--- config.mk ---
export PLATFORM = sky130hd
export DESIGN_NAME = match_scorer_flat
export DESIGN_NICKNAME = d
export VERILOG_FILES = /design/src/rtl/match_scorer_if.sv /design/src/rtl/match_scorer.sv /design/src/flat_wrapper.sv
export SDC_FILE = /design/constraint.sdc
export NUM_CORES = 1
export LEC_CHECK = 0
export BUFFER_PORTS_ARGS = -buffer_cell sky130_fd_sc_hd__buf_2
export CAP_MARGIN = 5
export CORE_MARGIN = 1
export CORE_UTILIZATION = 57
export DETAILED_ROUTE_END_ITERATION = 16
export HOLD_SLACK_MARGIN = 0.1
export PLACE_DENSITY = 0.81
export SLEW_MARGIN = 5
export SYNTH_ARGS = -nofsm -noshare
export SYNTH_HDL_FRONTEND = slang
export SYNTH_SLANG_ARGS = --single-unit
--- constraint.sdc ---
create_clock -name clk -period 5 [get_ports clk]
set_clock_uncertainty 0.15 [all_clocks]
set_input_delay 0 -clock clk [delete_from_list [all_inputs] [get_ports clk]]
set_output_delay 0 -clock clk [all_outputs]
set_load 0.02 [all_outputs]
--- src/rtl/match_scorer_if.sv ---
// Bundles the scorer's event inputs (hit/miss strobes, song-start clear) and its
// score/HUD outputs so the serializer side and the display side share one bus.
interface match_scorer_if;
  logic        clear;
  logic        match_en;
  logic [15:0] match_dt;
  logic        miss_en;
  logic [23:0] score;
  logic [9:0]  combo;
  logic [9:0]  max_combo;
  logic [2:0]  multiplier;
  logic        judge_valid;
  logic [1:0]  judge;

  modport master (
    output clear, match_en, match_dt, miss_en,
    input  score, combo, max_combo, multiplier, judge_valid, judge
  );

  modport slave (
    input  clear, match_en, match_dt, miss_en,
    output score, combo, max_combo, multiplier, judge_valid, judge
  );
endinterface

--- src/rtl/match_scorer.sv ---
// Two-stage rhythm-game scorer: stage 1 grades each hit by timing error, stage 2
// applies score/combo/multiplier updates and pulses the judgement for the HUD popup.
module match_scorer #(
  parameter logic [15:0] PERFECT_DT  = 16'd20,
  parameter logic [15:0] GREAT_DT    = 16'd40,
  parameter logic [15:0] GOOD_DT     = 16'd80,
  parameter logic [7:0]  PTS_PERFECT = 8'd100,
  parameter logic [7:0]  PTS_GREAT   = 8'd50,
  parameter logic [7:0]  PTS_GOOD    = 8'd20,
  parameter int          COMBO_STEP  = 10,
  parameter int          MAX_MULT    = 4
) (
  input logic           clk,
  input logic           rst_n,
  match_scorer_if.slave bus
);

  localparam int STEP_W = (COMBO_STEP > 1) ? $clog2(COMBO_STEP) : 1;
  localparam logic [STEP_W-1:0] STEP_LAST = STEP_W'(COMBO_STEP - 1);
  localparam logic [STEP_W-1:0] STEP_ONE  = STEP_W'(1);
  localparam logic [2:0]        MULT_MAX  = 3'(MAX_MULT);

  logic [1:0]        w_tier;
  logic [7:0]        w_pts;

  logic              r_s1_valid;
  logic              r_s1_hit;
  logic              r_s1_miss;
  logic [1:0]        r_s1_tier;
  logic [7:0]        r_s1_pts;

  logic [23:0]       r_score;
  logic [9:0]        r_combo;
  logic [9:0]        r_max_combo;
  logic [2:0]        r_mult;
  logic [STEP_W-1:0] r_step;
  logic              r_judge_valid;
  logic [1:0]        r_judge;

  logic [10:0]       w_add;
  logic [24:0]       w_sum;
  logic [9:0]        w_combo_inc;
  logic [23:0]       w_score_n;
  logic [9:0]        w_combo_n;
  logic [9:0]        w_max_n;
  logic [2:0]        w_mult_n;
  logic [STEP_W-1:0] w_step_n;

  // Inclusive unsigned thresholds, tightest window first.
  always_comb begin
    w_tier = 2'd0;
    w_pts  = 8'd0;
    if (bus.match_dt <= PERFECT_DT) begin
      w_tier = 2'd3;
      w_pts  = PTS_PERFECT;
    end else if (bus.match_dt <= GREAT_DT) begin
      w_tier = 2'd2;
      w_pts  = PTS_GREAT;
    end else if (bus.match_dt <= GOOD_DT) begin
      w_tier = 2'd1;
      w_pts  = PTS_GOOD;
    end
  end

  always_ff @(posedge clk or negedge rst_n) begin
    if (!rst_n) begin
      r_s1_valid <= 1'b0;
      r_s1_hit   <= 1'b0;
      r_s1_miss  <= 1'b0;
      r_s1_tier  <= 2'd0;
      r_s1_pts   <= 8'd0;
    end else if (bus.clear) begin
      r_s1_valid <= 1'b0;
      r_s1_hit   <= 1'b0;
      r_s1_miss  <= 1'b0;
      r_s1_tier  <= 2'd0;
      r_s1_pts   <= 8'd0;
    end else begin
      r_s1_valid <= bus.match_en | bus.miss_en;
      r_s1_hit   <= bus.match_en && (w_tier != 2'd0);
      r_s1_miss  <= bus.miss_en || (bus.match_en && (w_tier == 2'd0));
      r_s1_tier  <= w_tier;
      r_s1_pts   <= w_pts;
    end
  end

  assign w_add       = {3'b000, r_s1_pts} * {8'h00, r_mult};
  assign w_sum       = {1'b0, r_score} + {14'd0, w_add};
  assign w_combo_inc = (r_combo == 10'd1023) ? r_combo : r_combo + 10'd1;

  // A hit scores first at the old multiplier; a concurrent miss then wipes the streak.
  always_comb begin
    w_score_n = r_score;
    w_combo_n = r_combo;
    w_max_n   = r_max_combo;
    w_mult_n  = r_mult;
    w_step_n  = r_step;
    if (r_s1_hit) begin
      w_score_n = w_sum[24] ? 24'hFFFFFF : w_sum[23:0];
      w_combo_n = w_combo_inc;
      if (w_combo_inc > r_max_combo) begin
        w_max_n = w_combo_inc;
      end
      if (r_step == STEP_LAST) begin
        w_step_n = '0;
        if (r_mult < MULT_MAX) begin
          w_mult_n = r_mult + 3'd1;
        end
      end else begin
        w_step_n = r_step + STEP_ONE;
      end
    end
    if (r_s1_miss) begin
      w_combo_n = 10'd0;
      w_mult_n  = 3'd1;
      w_step_n  = '0;
    end
  end

  always_ff @(posedge clk or negedge rst_n) begin
    if (!rst_n) begin
      r_score       <= 24'd0;
      r_combo       <= 10'd0;
      r_max_combo   <= 10'd0;
      r_mult        <= 3'd1;
      r_step        <= '0;
      r_judge_valid <= 1'b0;
      r_judge       <= 2'd0;
    end else if (bus.clear) begin
      r_score       <= 24'd0;
      r_combo       <= 10'd0;
      r_max_combo   <= 10'd0;
      r_mult        <= 3'd1;
      r_step        <= '0;
      r_judge_valid <= 1'b0;
      r_judge       <= 2'd0;
    end else begin
      r_score       <= w_score_n;
      r_combo       <= w_combo_n;
      r_max_combo   <= w_max_n;
      r_mult        <= w_mult_n;
      r_step        <= w_step_n;
      r_judge_valid <= r_s1_valid;
      if (r_s1_valid) begin
        r_judge <= r_s1_miss ? 2'd0 : r_s1_tier;
      end
    end
  end

  assign bus.score       = r_score;
  assign bus.combo       = r_combo;
  assign bus.max_combo   = r_max_combo;
  assign bus.multiplier  = r_mult;
  assign bus.judge_valid = r_judge_valid;
  assign bus.judge       = r_judge;

endmodule

--- src/flat_wrapper.sv ---
// flat-port wrapper written by rule: the top's interface ports become plain ports
module match_scorer_flat 
#(
  parameter logic [15:0] PERFECT_DT  = 16'd20,
  parameter logic [15:0] GREAT_DT    = 16'd40,
  parameter logic [15:0] GOOD_DT     = 16'd80,
  parameter logic [7:0]  PTS_PERFECT = 8'd100,
  parameter logic [7:0]  PTS_GREAT   = 8'd50,
  parameter logic [7:0]  PTS_GOOD    = 8'd20,
  parameter int          COMBO_STEP  = 10,
  parameter int          MAX_MULT    = 4
)
  (clk, rst_n, bus_clear, bus_match_en, bus_match_dt, bus_miss_en, bus_score, bus_combo, bus_max_combo, bus_multiplier, bus_judge_valid, bus_judge);
  match_scorer_if bus_i ();
  input logic clk;
  input logic rst_n;
  input wire logic [$bits(bus_i.clear)-1:0] bus_clear;
  input wire logic [$bits(bus_i.match_en)-1:0] bus_match_en;
  input wire logic [$bits(bus_i.match_dt)-1:0] bus_match_dt;
  input wire logic [$bits(bus_i.miss_en)-1:0] bus_miss_en;
  output wire logic [$bits(bus_i.score)-1:0] bus_score;
  output wire logic [$bits(bus_i.combo)-1:0] bus_combo;
  output wire logic [$bits(bus_i.max_combo)-1:0] bus_max_combo;
  output wire logic [$bits(bus_i.multiplier)-1:0] bus_multiplier;
  output wire logic [$bits(bus_i.judge_valid)-1:0] bus_judge_valid;
  output wire logic [$bits(bus_i.judge)-1:0] bus_judge;
  assign bus_i.clear = bus_clear;
  assign bus_i.match_en = bus_match_en;
  assign bus_i.match_dt = bus_match_dt;
  assign bus_i.miss_en = bus_miss_en;
  assign bus_score = bus_i.score;
  assign bus_combo = bus_i.combo;
  assign bus_max_combo = bus_i.max_combo;
  assign bus_multiplier = bus_i.multiplier;
  assign bus_judge_valid = bus_i.judge_valid;
  assign bus_judge = bus_i.judge;
  match_scorer #(.PERFECT_DT(PERFECT_DT), .GREAT_DT(GREAT_DT), .GOOD_DT(GOOD_DT), .PTS_PERFECT(PTS_PERFECT), .PTS_GREAT(PTS_GREAT), .PTS_GOOD(PTS_GOOD), .COMBO_STEP(COMBO_STEP), .MAX_MULT(MAX_MULT)) u_core (.clk(clk), .rst_n(rst_n), .bus(bus_i));
endmodule
Yosys cells after proc, flatten, opt, wreduce, memory -nomap -nowiden
Index checks and enable logic that the tools add are counted.
Widths: inputs -> output; s select.
{"block": "word_totals", "inputBits": 21, "ff_bits": 67, "wordCells": 72}
{"block": "op_classes", "mux": 34, "n_lt_le_gt_ge": 5, "bitwise_logic": 1, "addsub": 4, "eq_ne": 2, "reduce_logical": 13, "multipliers": 1}
{"operator": "$mux 24", "count": 3}
{"operator": "$mux 10", "count": 7}
{"operator": "$add 24x11->25", "count": 1}
{"operator": "$mux 8", "count": 3}
{"operator": "$le 16x5->1 const B", "count": 1}
{"operator": "$le 16x6->1 const B", "count": 1}
{"operator": "$le 16x7->1 const B", "count": 1}
{"operator": "$mux 4", "count": 4}
{"operator": "$mux 3", "count": 5}
{"operator": "$mux 2", "count": 6}
{"operator": "$mul 8x3->11", "count": 1}
{"operator": "$add 10x1->10 const B", "count": 1}
{"operator": "$eq 10x10->1 const B", "count": 1}
{"operator": "$gt 10x10->1", "count": 1}
{"operator": "$reduce_bool 3->1", "count": 3}
{"operator": "$reduce_bool 2->1", "count": 4}
{"operator": "$mux 1", "count": 5}
{"operator": "$mux 5", "count": 1}
{"operator": "$add 4x1->4 const B", "count": 1}
{"operator": "$eq 4x4->1 const B", "count": 1}
{"operator": "$add 3x1->3 const B", "count": 1}
{"operator": "$lt 3x3->1 const B", "count": 1}
{"operator": "$reduce_and 3->1", "count": 1}
{"operator": "$logic_and 1x1->1", "count": 2}
{"operator": "other kinds (4)", "count": 4}

Longest topological paths before layout
Gate-level depths: netlist of the first run.
{"block": "depth", "ltp_word": 8, "depth_mapped": 13, "mapped_depth_nobuf": 11}

Least setup slack after synthesis of the first run
No wires, ideal clock.
{"block": "synth_path", "path_type": "reg-to-reg", "from": "register u_core.r_mult[0], in the netlist u_core.bus.multiplier[0]", "to": "register u_core.r_score[10], in the netlist u_core.bus.score[10]", "t_arrival_ps": 3351, "n_path_buf": 1, "setup_slack_ps": 1419, "t_required_ps": 4769, "stages_incl_launch_ff": 12, "cell_sequence": "dfstp_2 nand2_1 fa_1 fa_1 inv_1 ha_1 o211ai_1 o211ai_1 or4b_4 buf_6 and4_1 nor3_2"}
{"block": "synth_via", "elab_chain_len": 5}
{"item": "from (decl)", "line_no": "match_scorer.sv:35", "rtl": "logic [2:0] r_mult;"}
{"item": "from (signal assigned)", "line_no": "match_scorer.sv:141", "rtl": "r_mult <= w_mult_n;"}
{"item": "$mul 8x3->11", "line_no": "match_scorer.sv:87", "rtl": "assign w_add = {3'b000, r_s1_pts} * {8'h00, r_mult};"}
{"item": "$add 24x11->25", "line_no": "match_scorer.sv:88", "rtl": "assign w_sum = {1'b0, r_score} + {14'd0, w_add};"}
{"item": "$mux 24", "line_no": "match_scorer.sv:99", "rtl": "w_score_n = w_sum[24] ? 24'hFFFFFF : w_sum[23:0];"}
{"item": "$mux 24", "line_no": "match_scorer.sv:98", "rtl": "if (r_s1_hit) begin"}
{"item": "$mux 24", "line_no": "match_scorer.sv:129", "rtl": "end else if (bus.clear) begin"}
{"item": "to (signal assigned)", "line_no": "match_scorer.sv:138", "rtl": "r_score <= w_score_n;"}
{"item": "to (decl)", "line_no": "match_scorer.sv:32", "rtl": "logic [23:0] r_score;"}
No other way between the ends. The select of a mux whose other input is x is not followed.
A chain may end at the register's enable or synchronous reset.

Worst setup path in the final report of the first run
{"block": "layout_path", "from": "register u_core.r_mult[0], in the netlist u_core.bus.multiplier[0]", "to": "register u_core.r_score[11], in the netlist u_core.bus.score[11]"}
The elaborated chain is that of the path after synthesis.

==> results list, run 1 <==
- Of the total synthesized cell area, the portion taken by AND, OR, NAND and NOR gates is 20.8%.
- The most common cell in the synthesized netlist is dfrtp_1.
- The first global-routing pass estimated 15700 µm of wire.
* Most used standard cells in the synthesized netlist: 61 x dfrtp_1, 40 x inv_1, 35 x nor2_1, 31 x a21oi_1, 29 x ha_1
* Number of vias in the routed layout: 3611
* Adder and majority cell fraction of the synthesized area: 12.9%
- Final period util: 76.6%
- The die is 86.3 µm wide.
* Crit path DAT: 3.93 ns
* Synth unique cells: 55
- Synthesis inferred 62 register bits.
- Sorting the synthesized cells by area gives the leading types as dfrtp_1 38%, ha_1 9.0%, fa_1 4.0%.
- For the pin with the worst max-slew slack, the measured transition is 1.14 ns.
- Required time of the worst setup path: 5.10 ns
- The synthesized netlist devotes 3.25% of its cell area to XOR and XNOR gates.
- Worst slack on hold paths: 0.148 ns
* CTS Hold Bufs: 14
- The wire-length estimate of the detail-placed layout is 6670 µm.
* Count of placed standard cells in the final layout, fillers left out: 616
* Area overhead of the layout relative to synthesis: 19.4%
* Clock sink total: 62
* Areal power density over the cells: 220 nW/µm²
* Classification of the worst setup path: reg2reg
- Hold Vio Cnt, Final: 0
- For this design the static power due to leakage is 2.37 nW.
- VDD IR-drop max: 0.142 mV
- Relative slew slack: 23.7%
- Mean routed wirelength per cell: 15.4 µm
- The total overflow left after global routing is 0.
* Maximum number of pins on one net before global-route repair: 63
- Drt first pass iters: 5
- After detailed routing, the number of remaining DRC violations is 0.
- Buffers placed on the I/O ports in this run total 70.
- The min-delay analysis places its worst path in the category in2reg.
* TritonCTS clock tree: yes
- The worst setup path is launched from a flip-flop.
* Vias in the first global route: 3375
- The congestion estimate from routability-driven global placement came to 0.878.
- CTS built an H-tree with a depth of 3.
- Cell area after technology mapping: 4050 µm²
- Average cell area after synthesis: 9.28 µm²
* Maximum fanout along the worst path: 11
- Final Routed Wirelength: 9500 µm
* Endpoint kind of the worst setup timing path: flip-flop
- Post_cts resized: 0
* Average vias per placed instance: 5.86
- Static timing analysis puts the maximum clock frequency at 261 MHz.
* Main flop type after synthesis: dfrtp_1
* Count of endpoints failing setup in the final report: 0
* Synthesized-area fraction occupied by ao, oa, aoi and oai cells: 17.6%
* Largest area contributor in the synthesized netlist: dfrtp_1
- Clock edge transition at the registers on the reported setup and hold paths: 0.07 ns
- After floorplanning, the core was sized to cover 6830 µm².
- Tmin final: 3.83 ns
* Number of post-CTS setup repair buffers: 0
* Count of routing violations after the opening detailed-route iteration: 288
- Ports: 71
- During synthesis, Yosys emitted a total of 0 warnings.
* Combinational family with the most area after synthesis: simple AND/OR/NAND/NOR gates
* Portion of the post-synthesis area used by sequential elements: 38.4%
- The later pin in the worst-skew pair is clocked with a latency of 0.34 ns.
- Run status: finished, final reports clean
- Clock buffer depth: 2
* Multiplexer area fraction after synthesis: 1.55%
- Overall fraction of global-route tracks in use: 27.1%
- Total number of placement rows: 30
- The number of max-slew violations in the final report was 0.
- Share of flip-flops with an asynchronous set or reset after synthesis: 100%
- After routing, the total negative slack on setup checks comes to 0 ns.
* Starting utilization of the core area: 59.2%
- Buffers inserted during clock tree synthesis total 9.
- Summed over its instances, the top area cell type makes up 37.7% of the synthesized netlist area.
* Syn_nets: 494
* Total Die Area: 7440 µm²
- Unrepaired setup endpoints after global routing: no
* Post-Syn Instances: 436
* Post-synth EDFFs: 0
- Post-detailed-route count of antenna-violating nets: 0
* Height of the die: 86.3 µm
- Counting tap cells, the placed design contains a total of 586 instances.
- CTS Root Cell: clkbuf_8
- The number of antenna violations at the first check in global routing came to 0.
* Max-cap violation count: 0
* Diodes inserted: 0
* Fraction of layout instances using a drive strength above 1: 20.0%
- Net count of the finished layout: 573
## sequential cells by signal (all words and copies together), names as in the netlist, 2 cells and up
name                   count
u_core.bus.judge           2
u_core.r_s1_pts            4
u_core.bus.score          24
u_core.bus.max_combo      10
u_core.bus.combo          10
u_core.bus.multiplier      3
u_core.r_step              4
## metal layers
metal / track usage, % / vias to the layer above / routed length (µm)
li1: - / 1728 / -
met1: 38.4 / 1734 / 4440
met2: 41.9 / 136 / 4380
met3: 4.10 / 13 / 538
met4: 10.9 / 0 / 145
met5: 0 / - / 0
## cell families (layout without fill, tap and decap cells)
kind of cell             count (synthesis)  count (layout)
AND/OR/NAND/NOR                        154             154
buffers and inverters                   58             142
flip-flops                              62              62
AO/OA/AOI/OAI                          104             104
XOR/XNOR                                15              15
adder cells (fa/ha/maj)                 37              37
multiplexers                             6               6
## power by group
part	total [W]	switching [W]	internal (W)
Clock	0.000513	0.000192	0.000321
Combinational	0.0000438	0.0000268	0.0000169
Sequential	0.000504	0.00000121	0.000503
Total	0.00106	0.000220	0.000841
## final cells by class
type | count | area, µm²
Clock inverter | 3 | 65.1
Timing Repair Buffer | 86 | 505
Clock buffer | 13 | 169
Sequential cell | 62 | 1550
Inverter | 40 | 150
Fill cell | 540 | 2000
Multi-Input combinational cell | 316 | 2270
Tap cell | 96 | 120
## worst max-delay path, cell delays in order (launching register included)
cell,delay [ns]
dfstp_2,0.59
nand2_1,0.08
fa_1,0.46
fa_1,0.51
inv_1,0.04
ha_1,0.33
o211ai_1,0.13
o211ai_1,0.34
or4b_4,0.60
and4_2,0.28
a211oi_2,0.21
## worst paths after layout
kind                       slack, ns  depth (start not counted)                startpoint                       to
setup / recovery                1.17                         10  u_core.bus.multiplier[0]     u_core.bus.score[11]
hold / removal                  0.15                          5           bus_match_dt[6]      u_core.r_s1_tier[0]
setup reg to reg                1.17                         10  u_core.bus.multiplier[0]     u_core.bus.score[11]
hold reg to reg                 0.38                          1   u_core.bus.max_combo[6]  u_core.bus.max_combo[6]
max in group asynchronous       3.97                          3                     rst_n      u_core.r_s1_tier[0]
min in group asynchronous       0.22                          3                     rst_n      u_core.bus.score[6]
## metrics by stage
stage	util, %	area, µm²	worst slack, ns	power, W
6_report	70.7	4830	1.17	0.00106
5_1_grt	70.7	4830	0.961	0.00109
4_1_cts	70.7	4830	1.19	0.00107
3_5_place_dp	65.3	4460	1.22	0.000551
3_3_place_gp	65.3	4460	1.30	0.000550
2_1_floorplan	-	4050	1.42	0.000528
## layout by cell type (no fill, tap or decap), types with 6 or more instances in the layout
| cell type | synthesis | final |
|---|---|---|
| a211oi_1 | 8 | 8 |
| a21oi_1 | 31 | 31 |
| a22o_1 | 10 | 10 |
| a311oi_1 | 11 | 11 |
| a31oi_1 | 9 | 9 |
| and2_1 | 14 | 14 |
| and3_1 | 9 | 9 |
| buf_2 | 0 | 70 |
| clkbuf_8 | 0 | 12 |
| dfrtp_1 | 61 | 61 |
| dlygate4sd3_1 | 0 | 14 |
| fa_1 | 8 | 8 |
| ha_1 | 29 | 29 |
| inv_1 | 40 | 40 |
| nand2_1 | 26 | 26 |
| nand2b_1 | 6 | 6 |
| nand3_1 | 9 | 9 |
| nand4_1 | 8 | 8 |
| nor2_1 | 35 | 35 |
| nor2b_1 | 7 | 7 |
| nor3_1 | 14 | 14 |
| o21ai_0 | 11 | 11 |
| xnor2_1 | 7 | 7 |
| xor2_1 | 8 | 8 |
Power figures use the tool's default switching activity.
==> inputs of run 2 (changes only) <==
- CORE_UTILIZATION: 57 -> 51
- PLACE_DENSITY: 0.81 -> 0.77
- clock period: 5 -> 3.2 ns (I/O delays scaled with it)
==> run 2 against run 1 <==
Compared with the run above:
- the flow now finishes with violations (setup timing)
- worst setup slack lost 1.4 ns
- routed wire length is 20% higher
- sequential share of layout area down 4.0 points
- sequential power grew 56%
- clock power rose by 49%
- final cell count increased by 10%
- global-route usage grew 1.6 points
- critical endpoint is now u_core.bus.score[14]
- largest power group is now sequential cells
==> results list, run 2 (same netlist as run 1, synthesis figures left out) <==
* Detailed-placement wirelength estimate: 7530 µm
- Origin of the critical flop-to-flop path: u_core.bus.multiplier[0]
* TritonCTS clock tree: yes
- In this run the number of H-tree levels came out at 3.
- Height of the die: 91.1 µm
* Mean routed wirelength per cell: 16.8 µm
* Unrepaired setup endpoints after global routing: yes
- In the layout the commonest cells are 70 x buf_2, 57 x dfrtp_1, 53 x buf_4.
- Largest register FFs: 24
* CTS Root Cell: clkbuf_8
* Hold Vio Cnt, Final: 0
* Area taken by multi-input logic gates: 2550 µm²
* Startpoint type of the worst setup path: flip-flop
- Core region area: 7690 µm²
- The layout has 570 filler cells.
* Final weighted congestion of routability-driven global placement: 0.875
- Failing checks: setup timing
- Initial antenna violation count: 0
* Endpoint kind of the worst setup timing path: flip-flop
- The via count of the first global-routing pass came to 3973.
* Final period util: 108%
- Maximum fanout along the worst path: 6
- The clock passes through at most 2 buffers.
* Remaining routing DRC violations: 0
* Number of cells on the worst hold path: 5
- Diodes inserted: 0
- Power spread over the standard cell area amounts to 293 nW/µm².
- Total Die Area: 8300 µm²
- The routed design has 11400 µm of wire.
- The tightest min-delay check is of the in2reg type.
- Cell depth of the worst flop-to-flop path: 13
- STA puts the critical path data required time at 3.31 ns.
- Total number of placement rows: 32
* Starting utilization of the core area: 52.7%
* Num CTS Buffers: 9
- Launch point of the critical path: u_core.bus.multiplier[0]
- The internal power of the cells totals 0.00125 W.
* Leakage: 2.68 nW
- Run status: finished with violations
- Switching power as a share of total power: 22.9%
* Clock sink total: 62
- Pin placement for this block handled 71 I/O pins.
* Max-cap violation count: 0
- After routing, the total negative slack on setup checks comes to -4.07 ns.
- Drt first pass iters: 11
- Worst slack at placement: -0.222 ns
- Combinational cells account for 4.5% of the total power.
* Fraction of layout instances using a drive strength above 1: 34.5%
- Crit path DAT: 3.55 ns
* DP Cell Count: 640
- The number of max-slew violations in the final report came to 0.
- Overall fraction of global-route tracks in use: 28.7%
- Worst slack on hold paths: 0.162 ns
- Tightest Pin Transition: 0.780 ns
- Post-detailed-route count of antenna-violating nets: 0
* Clock edge transition at the registers on the reported setup and hold paths: 0.08 ns
- Number of vias in the routed layout: 3949
- Summed over all layers, the global routing overflow is 0.
- Storage element area: 1560 µm²
- Global-route wire length before repair: 18900 µm
* Count of placed standard cells in the final layout, fillers left out: 679
- Post-route total power: 0.00162 W
- The clock reaches the later pin of the worst-skew pair after 0.35 ns.
- Quantity of I/O buffers inserted on ports: 70
* Min-Delay Startpoint: bus_match_dt[12]
- Clock network fraction of design power: 47.0%
- Entering global routing, the biggest net connects 39 pins.
- Setup violations remaining at the end of the flow were counted as 24.
- Switching power total: 0.000373 W
- VDD IR-drop max: 0.210 mV
- After the first detailed-routing iteration, the DRC count stood at 244.
- From synthesis to final layout, the design area changed by 36.9%.
* Net count of the finished layout: 630
- Reg power frac: 48.5%
- Peak Freq: 290 MHz
- Most common cell after layout, fill and taps aside: buf_2
* Relative slew slack: 48.0%
* Average vias per placed instance: 5.82
- Setup slack after layout: -0.243 ns
- Classification of the worst setup path: reg2reg
- Width of the die: 91.1 µm
- The worst path in the final design needs a cycle of 3.44 ns, including I/O delays and setup.
run 2: routing by layer:
metal	global-route usage [%]	up-vias	share of wire, %
met4	10.6	0	1.4
li1	-	1840	-
met2	46.2	134	48
met5	0	-	0
met3	4.27	18	4.0
met1	39.2	1957	46
run 2: power by group through the flow:
| stage | logic [W] | clock network (W) | registers, W |
|---|---|---|---|
| after floorplan | 0.0000227 | 0 | 0.000803 |
| after global placement | 0.0000585 | 0 | 0.000802 |
| after detailed placement | 0.0000610 | 0 | 0.000803 |
| after CTS | 0.0000722 | 0.000777 | 0.000787 |
| after global routing | 0.0000813 | 0.000813 | 0.000787 |
| final | 0.0000726 | 0.000764 | 0.000788 |
run 2: metrics by stage:
step	utilization (%)	cell area (µm²)
after floorplan	-	4080
after global placement	63.2	4860
after detailed placement	63.2	4860
after CTS	70.8	5450
after global routing	72.1	5540
final	72.1	5540
run 2: final cells by class:
| type | count | share of cell area, % |
|---|---|---|
| flip-flops and latches | 62 | 28.1 |
| clock inverters | 6 | 1.56 |
| multi-input cells | 317 | 46.0 |
| clock buffers | 10 | 2.30 |
| inverters | 40 | 2.71 |
| well taps | 102 | 2.30 |
| repair buffers | 142 | 17.0 |
run 2: path summary, 6_finish.rpt:
check | end | slack [ns]
setup / recovery | u_core.bus.score[14] | -0.24
hold / removal | u_core.r_s1_tier[0] | 0.16
setup reg to reg | u_core.bus.score[14] | -0.24
hold reg to reg | u_core.bus.score[0] | 0.37
max in group asynchronous | u_core.bus.score[12] | 1.18
min in group asynchronous | u_core.bus.score[4] | 0.60
run 2: timing repair:
item                       in CTS  in global routing
hold endpoints to repair       72                  0
pin swaps                      21                  8
setup endpoints to repair      34                 34
setup buffers                   6                  2
hold buffers                   16                  0
cloned                          1                  0
gates resized for setup        34                 15
run 2: critical path: stages, from the launching register on:
cell and delay, ns:
dfstp_2 0.55, nand2_2 0.05, fa_1 0.45, fa_1 0.50
inv_2 0.04, ha_4 0.26, o211ai_1 0.11, o211ai_1 0.30
buf_4 0.21, buf_6 0.10, and3_4 0.23, buf_4 0.15
o21bai_4 0.05, a31oi_1 0.19
==> inputs of run 3 (changes only) <==
- CORE_UTILIZATION: 51 -> 53
- CTS_BUF_LIST: not set -> sky130_fd_sc_hd__clkbuf_8
- PLACE_DENSITY: 0.77 -> 0.79
==> run 3 against run 2 <==
Compared with the run above:
- the run still ends with setup timing left
- clock-buffer cell count decreased by 1
- critical path depth is 3 lower
- utilization rose by 3.0 points
- final cell count is 0.44% lower
- design area fell by 0.72%
- global-route usage grew 2.1 points
- maximum frequency down 1.3%
- worst hold slack improved by 0.025 ns
- via count increased by 2.0%
- critical endpoint is now u_core.bus.score[23]
- clock power grew 7.6%
==> results list, run 3 (same netlist as run 1, synthesis figures left out) <==
- Final Routed Wirelength: 11600 µm
- End-of-flow core utilization: 75.0%
- In this run the power spent charging and discharging nets is 0.000359 W.
- Per report_power, the clock group accounts for 49.0% of the total.
* Leakage: 2.69 nW
- Vias in the first global route: 3954
- The register with the most flip-flops in the layout has 24 of them.
* Width of the die: 89.4 µm
- The die is 89.4 µm tall.
- Subtracting the final worst setup slack from the clock period gives 3.49 ns.
- Filler cell count: 490
- Ports: 71
- Global-route wire length before repair: 18600 µm
* DP Cell Count: 637
* Setup slack after layout: -0.290 ns
- Max-slew violations: 0
- Storage element area: 1560 µm²
* Clock edge transition at the registers on the reported setup and hold paths: 0.07 ns
* VDD IR-drop max: 0.231 mV
* Remaining global-route overflow: 0
- In this run, the number of DRC markers left after iteration 0 of detailed routing was 269.
- The tree built by TritonCTS fans out to 62 sinks.
- Num CTS Buffers: 9
- Drt first pass iters: 5
- Remaining routing DRC violations: 0
* Tightest Pin Transition: 1.03 ns
* Most common cell after layout, fill and taps aside: buf_2
* Hold crit path type: in2reg
- Required time of the worst setup path: 3.27 ns
- Maximum fanout along the worst path: 5
* Average vias per placed instance: 5.96
- Clock buffer depth: 2
- Initial antenna violation count: 0
- Detailed-placement wirelength estimate: 7570 µm
* Worst skew pair latency: 0.35 ns
- Entering global routing, the biggest net connects 46 pins.
* Diodes inserted: 0
* Area overhead of the layout relative to synthesis: 35.9%
* Startpoint type of the worst setup path: flip-flop
- Final weighted congestion of routability-driven global placement: 0.956
- Unrepaired setup endpoints after global routing: yes
- The multi-input combinational cells in the finished layout cover a total of 2500 µm².
- Buffers placed on the I/O ports in this run total 70.
- Timing analysis after detailed placement gives a worst setup slack of -0.312 ns.
* Mean routed wirelength per cell: 17.2 µm
- H-Tree Level Count: 3
- Setup violations remaining at the end of the flow were counted as 26.
- Design internal power: 0.00132 W
* TritonCTS clock tree: yes
* Top library cells by usage in the layout, fill and taps aside: 70 x buf_2, 57 x dfrtp_1, 55 x buf_4
- Areal power density over the cells: 305 nW/µm²
* Crit path DAT: 3.56 ns
* Sum of negative setup slack: -4.83 ns
- Placement Cell Area: 4850 µm²
- The detailed router placed 4028 vias in this run.
- Final period util: 109%
* Net count of the finished layout: 630
- Count of placed standard cells in the final layout, fillers left out: 676
- The finished cells cover 5500 µm².
- Of the total power, the share spent switching nets is 21.4%.
- In this run the remaining antenna-violating nets after routing total 0.
* Total number of placement rows: 31
* Total Die Area: 7990 µm²
- CTS placed an instance of clkbuf_8 at the clock tree root.
- Overall fraction of global-route tracks in use: 30.7%
* Fraction of layout instances using a drive strength above 1: 33.8%
- The flow ran to the end, but the final reports show violations.
- Core region area: 7330 µm²
* Hold Vio Cnt, Final: 0
- Peak Freq: 287 MHz
- The worst setup path is of the reg2reg kind.
* Endpoint kind of the worst setup timing path: flip-flop
- The final reports fail on setup timing.
- Combinational fraction of design power: 4.1%
- Across the run, the number of max-cap violations was 0.
- Reg power frac: 47.0%
* Relative slew slack: 31.3%
* Starting utilization of the core area: 55.2%
[run 3: changes by cell type in the layout (fill, tap and decap cells not counted), sizes merged, moves of 2 or more]
| cell | before | now |
|---|---|---|
| clkinv | 3 | 1 |
| inv | 40 | 43 |
| buf | 126 | 128 |
| dlygate4sd3 | 16 | 14 |
[run 3: critical path: stages (launching register included)]
cell	delay [ns]
dfstp_2	0.56
nand2_2	0.06
fa_1	0.44
fa_1	0.50
inv_2	0.05
ha_4	0.28
o211ai_1	0.13
nor3_2	0.31
o21ai_2	0.18
o31a_1	0.35
a311oi_2	0.35
[run 3: area by class of cell]
| type | count | share of cell area [%] |
|---|---|---|
| Clock inverter | 7 | 1.93 |
| Multi-Input combinational cell | 317 | 45.5 |
| Inverter | 40 | 2.73 |
| Timing Repair Buffer | 142 | 17.0 |
| Clock buffer | 9 | 2.25 |
| Tap cell | 99 | 2.25 |
| Sequential cell | 62 | 28.3 |
[run 3: power by group through the flow]
stage / Sequential (W) / Combinational, W / Clock (W)
6_report: 0.000788 / 0.0000684 / 0.000822
5_1_grt: 0.000788 / 0.0000770 / 0.000858
4_1_cts: 0.000788 / 0.0000686 / 0.000816
3_5_place_dp: 0.000803 / 0.0000596 / 0
3_3_place_gp: 0.000802 / 0.0000572 / 0
2_1_floorplan: 0.000803 / 0.0000227 / 0
[run 3: per-stage QoR]
stage	hold WS [ns]	power, W
2_1_floorplan	-0.446	0.000826
3_3_place_gp	0.0659	0.000860
3_5_place_dp	0.0800	0.000862
4_1_cts	0.162	0.00167
5_1_grt	0.219	0.00172
6_report	0.187	0.00168
[run 3: path summary, 6_finish.rpt]
path	startpoint	cells after the start	slack (ns)	end
setup / recovery	u_core.bus.multiplier[0]	10	-0.29	u_core.bus.score[23]
hold / removal	bus_match_dt[6]	5	0.19	u_core.r_s1_tier[0]
setup reg to reg	u_core.bus.multiplier[0]	10	-0.29	u_core.bus.score[23]
hold reg to reg	u_core.bus.max_combo[7]	1	0.38	u_core.bus.max_combo[7]
max in group asynchronous	rst_n	3	1.87	u_core.bus.judge[0]
min in group asynchronous	rst_n	2	0.22	u_core.bus.combo[9]
[run 3: layer usage]
| layer | part of all wire (%) | vias up | routed length (µm) | track usage, % |
|---|---|---|---|---|
| met3 | 7.0 | 40 | 820 | 4.62 |
| li1 | - | 1838 | - | - |
| met2 | 50 | 203 | 5790 | 52.1 |
| met5 | 0 | - | 0 | 0 |
| met4 | 3.2 | 0 | 377 | 14.9 |
| met1 | 40 | 1947 | 4650 | 38.5 |
[run 3: timing repair]
| item | CTS | global route |
|---|---|---|
| cloned | 1 | 0 |
| gates resized for setup | 34 | 6 |
| setup buffers | 6 | 2 |
| pin swaps | 24 | 6 |
| hold buffers | 14 | 0 |
| setup endpoints to repair | 34 | 34 |
| endpoints found under the hold margin | 53 | 0 |
